File: src/rtl/dual_port_ram.sv
// True dual-port synchronous RAM: read-first across ports, port 0 wins dual writes.
// Define DP_RAM_COLLISION_EN to add the registered same-address collision flag.
module dual_port_ram #(
  parameter int DATA_WIDTH    = 8,
  parameter int ADDRESS_WIDTH = 8
) (
  input  logic                     clk,
  input  logic                     rst_n,
  input  logic [DATA_WIDTH-1:0]    din_0,
  input  logic                     cs_0,
  input  logic                     oe_0,
  input  logic                     we_0,
  input  logic [ADDRESS_WIDTH-1:0] address_0,
  output logic [DATA_WIDTH-1:0]    dout_0,
  input  logic [DATA_WIDTH-1:0]    din_1,
  input  logic                     cs_1,
  input  logic                     oe_1,
  input  logic                     we_1,
  input  logic [ADDRESS_WIDTH-1:0] address_1,
  output logic [DATA_WIDTH-1:0]    dout_1
`ifdef DP_RAM_COLLISION_EN
  ,
  output logic                     collision
`endif
);

  localparam int DEPTH = 2 ** ADDRESS_WIDTH;

  logic [DATA_WIDTH-1:0] r_mem [0:DEPTH-1];
  logic [DATA_WIDTH-1:0] r_dout_0;
  logic [DATA_WIDTH-1:0] r_dout_1;

  logic w_same_addr;
  logic w_we_0;
  logic w_we_1;
  logic w_re_0;
  logic w_re_1;

  assign w_same_addr = (address_0 == address_1);
  assign w_we_0 = cs_0 & we_0;
  // Port 1 write is dropped when port 0 writes the same word
  assign w_we_1 = cs_1 & we_1 & ~(w_we_0 & w_same_addr);
  assign w_re_0 = cs_0 & ~we_0 & oe_0;
  assign w_re_1 = cs_1 & ~we_1 & oe_1;

  always_ff @(posedge clk) begin
    if (rst_n) begin
      if (w_we_0) r_mem[address_0] <= din_0;
      if (w_we_1) r_mem[address_1] <= din_1;
    end
  end

  always_ff @(posedge clk) begin
    if (!rst_n) begin
      r_dout_0 <= '0;
      r_dout_1 <= '0;
    end else begin
      if (w_re_0) r_dout_0 <= r_mem[address_0];
      if (w_re_1) r_dout_1 <= r_mem[address_1];
    end
  end

  assign dout_0 = r_dout_0;
  assign dout_1 = r_dout_1;

`ifdef DP_RAM_COLLISION_EN
  logic r_collision;

  always_ff @(posedge clk) begin
    if (!rst_n) begin
      r_collision <= 1'b0;
    end else begin
      r_collision <= cs_0 & cs_1 & w_same_addr & (we_0 | we_1);
    end
  end

  assign collision = r_collision;
`endif

endmodule

File: config.mk
export PLATFORM = sky130hd
export DESIGN_NAME = dual_port_ram
export DESIGN_NICKNAME = d
export VERILOG_FILES = /design/src/rtl/dual_port_ram.sv
export SDC_FILE = /design/constraint.sdc
export NUM_CORES = 2
export LEC_CHECK = 0
export BUFFER_PORTS_ARGS = -buffer_cell sky130_fd_sc_hd__buf_2
export CAP_MARGIN = 10
export CORE_UTILIZATION = 59
export CTS_CLUSTER_DIAMETER = 40
export DETAILED_ROUTE_END_ITERATION = 16
export PLACE_DENSITY = 0.78
export SYNTH_ARGS = -nofsm -noshare
export SYNTH_HDL_FRONTEND = slang
export SYNTH_SLANG_ARGS = --single-unit
File: constraint.sdc
create_clock -name clk -period 3.3 [get_ports clk]
set_input_delay 0.495 -clock clk [delete_from_list [all_inputs] [get_ports clk]]
set_output_delay 0.495 -clock clk [all_outputs]
set_load 0.1 [all_outputs]
==> flow_metrics.py <==
metrics = {
    "outcome": {
        "status": "finished clean",
    },
    "sta": {
        "tightest_slew_ps": 1340,
        "drv_slew": 0,
        "rsz0062_at_grt": "no",
        "fin_ws_ps": 57.54,
        "period_share_pct": 98.26,
        "hold_violations": 0,
        "setup_viol": 0,
        "min_period_ps": 3242,
        "fin_setup_tns_ps": 0,
        "clock.fmax_mhz": 308.4,
        "clock_skew_ps": 64.82,
        "slew_headroom_pct": 10.14,
    },
    "yosys": {
        "synth_ff_type": "edfxtp_1",
        "yosys.area.top_type": "edfxtp_1",
        "synth-seq-cells": 2064,
        "ys_async_sr_fraction_pct": 0,
        "yosysMostFrequentCell": "mux2_2",
        "synth_edf_count": 2048,
        "postSynthNetCount": 8069,
        "ys_types": 81,
        "synth_top_area_share_pct": 49.60,
        "synthTopCellsByArea": "edfxtp_1 (50%), mux2_2 (19%), mux4_2 (18%)",
        "synth_cells": 8029,
        "synth_warnings": 0,
        "syn-cell-area_sq_um": 124000,
        "yosysSeqAreaShare_pct": 49.86,
        "avgSynthCellArea_sq_um": 15.44,
        "synth_common_cells": "mux2_2 (2,073), edfxtp_1 (2,048), mux4_2 (971), clkbuf_1 (617), nand2_1 (384)",
    },
    "die": {
        "die_x_microns": 460.4,
        "rows": 167,
        "start_util_pct": 59.64,
        "io_pins": 56,
        "die-height_microns": 460.4,
        "die_area_sq_um": 212000,
        "core_sq_um": 207900,
    },
    "worst_setup_path": {
        "timing.reg2reg.setup_slack_ps": 60,
        "crit_family": "multiplexers",
        "crit_type": "flop to flop",
        "end_kind": "flop",
        "slowest_stage": "mux2i_1",
        "r2r_start": "r_mem[111][0]",
        "r2r-end": "dout_1[0]",
        "cp_data_arrival_time_ps": 4060,
        "crit_top_cell": "buf_4",
        "required_ps": 4110,
        "start_kind": "flop",
        "crit_chain": "mux4_2, mux2i_1, a211o_1, a2111oi_0, buf_4, o41ai_2, buf_4, a41oi_1",
        "crit_path_max_fanout": 2,
        "crit_path_max_incr_delay_ps": 700,
        "crit_buf_inv": 2,
        "reg2regPathDepth": 8,
    },
    "detailed_routing": {
        "viasPerCell": 7.787,
        "drt_iter0_drc": 16831,
        "dr.pass1.iters": 7,
        "vias": 94587,
        "drc_errors": 0,
        "wl_microns": 517400,
        "final_antenna_net_count": 0,
        "wl_per_cell_microns": 42.59,
    },
    "clock_tree": {
        "path_clk_slew_ps": 50,
        "cts_made_buffers": 362,
        "cts.path.max_buffers": 4,
        "cts_tree": "done",
        "clock-root-buffer": "clkbuf_16",
        "cts_max_level": 5,
        "ctsHoldBuffers": 0,
        "insertion_delay_ps": 1020,
        "cts.sinks": 2064,
    },
    "grt": {
        "grt-busiest-layer": "met2",
        "grt_max_degree": 103,
        "grt_pass1_wl_microns": 713700,
        "grt_util_all_layers_pct": 48.62,
        "grtUsageMet2_pct": 69.58,
        "overflow": 0,
        "grt_util_met1_pct": 58.78,
        "grt_pass1_vias": 91576,
        "antenna_found_initial": 49,
        "gr-usage-met3_pct": 19.28,
    },
    "layout": {
        "fill_cells": 12939,
        "post-route-util_pct": 72.74,
        "nets": 9046,
        "multi_input_area_sq_um": 57980,
        "drive_above_1_share_pct": 57.63,
        "syn2layout_area_growth_pct": 21.96,
        "design_area_sq_um": 151200,
        "regArea_sq_um": 61820,
    },
    "placed_design": {
        "portBuffers": 55,
        "postPlaceCellArea_sq_um": 139200,
        "place_ws_ps": -763.3,
        "gp_congestion": 1.085,
        "dp_hpwl_microns": 354700,
    },
    "pwr": {
        "power_leakage_nw": 51.98,
        "max-vdd-ir-drop_mv": 0.6392,
        "total_power_mw": 74.35,
        "cellPowerDensity_nw_per_um2": 491.6,
    },
    "run": {
        "drv_cap": 0,
    },
    "hold_path": {
        "hold_path_class": "input port to flop",
        "whs_path_depth": 3,
        "min_from": "address_1[6]",
        "min_to": "dout_1[5]",
    },
}
[worst reg2reg max path, delay by kind of cell, from the launching register on]
| kind | cells | cell delay [ps] |
|---|---|---|
| flops | 1 | 430 |
| buf+inv | 2 | 430 |
| compound gates | 4 | 1070 |
| mux | 2 | 1180 |
[kinds of logic (layout without fill, tap and decap cells)]
logic type	after synthesis	count (layout)	share of synthesized area (%)
multiplexers	3341	3341	38.86
flip-flops	2064	2064	49.86
buffers and inverters	942	2204	3.576
AND/OR/NAND/NOR	845	845	3.304
AO/OA/AOI/OAI	829	829	4.345
XOR/XNOR	8	8	0.05651
other	0	68	0
[worst max-delay path by stage]
| stage | from | end | slack (ps) | depth (start not counted) |
|---|---|---|---|---|
| after floorplan | address_0[3] | r_mem[57][0] | 140 | 8 |
| after global placement | address_1[0] | dout_1[0] | -770 | 11 |
| after detailed placement | address_1[0] | dout_1[0] | -760 | 11 |
| after CTS | r_mem[111][0] | dout_1[0] | 50 | 8 |
| after global routing | address_0[1] | dout_0[1] | 180 | 12 |
| final | r_mem[111][0] | dout_1[0] | 60 | 8 |
[state kept, by name (all words and copies together), names as in the netlist]
name and count:
dout_1 8, dout_0 8, r_mem 2048
[where the power goes]
group / internal [mW] / switching, mW / total, mW
Combinational: 3.34 / 4.87 / 8.21
Sequential: 28.9 / 0.0632 / 28.9
Clock: 22.9 / 14.3 / 37.2
Total: 55.1 / 19.2 / 74.3
[placed cells by master (no fill, tap or decap), drive strengths merged, types with 33 or more instances in the layout]
| cell | n |
|---|---|
| edfxtp | 2048 |
| o22ai | 209 |
| nor3 | 33 |
| buf | 1538 |
| nor2 | 190 |
| nand3 | 91 |
| inv | 82 |
| a21oi | 78 |
| mux4 | 971 |
| nand2 | 397 |
| mux2i | 294 |
| clkinvlp | 46 |
| o21ai | 224 |
| clkinv | 110 |
| mux2 | 2076 |
| a22oi | 99 |
| diode | 68 |
| clkbuf | 398 |
[through the flow]
stage               std cells  hold slack (ps)
finish                  12147            114.6
detailed placement      11427            705.8
global route            12091            96.80
CTS                     12076            77.94
floorplan                8029            826.2
global placement        11427            705.5
[cell type report]
class	count	area share, %
well taps	2788	2.307
diodes	68	0.1125
inverters	13	0.03889
clock inverters	255	1.697
multi-input cells	5023	38.34
repair buffers	1542	10.49
flip-flops and latches	2064	40.88
clock buffers	394	6.138
[timing repair]
action                     in CTS  in global routing
setup endpoints to repair       1                  1
resized for setup               1                  1
buffers inserted                0                  0
[routing by layer]
metal	wire, microns	up-vias
li1	-	35011
met1	164200	47501
met2	222300	9584
met3	81080	2459
met4	49610	32
met5	211	-
(Power assumes the default switching activity.)
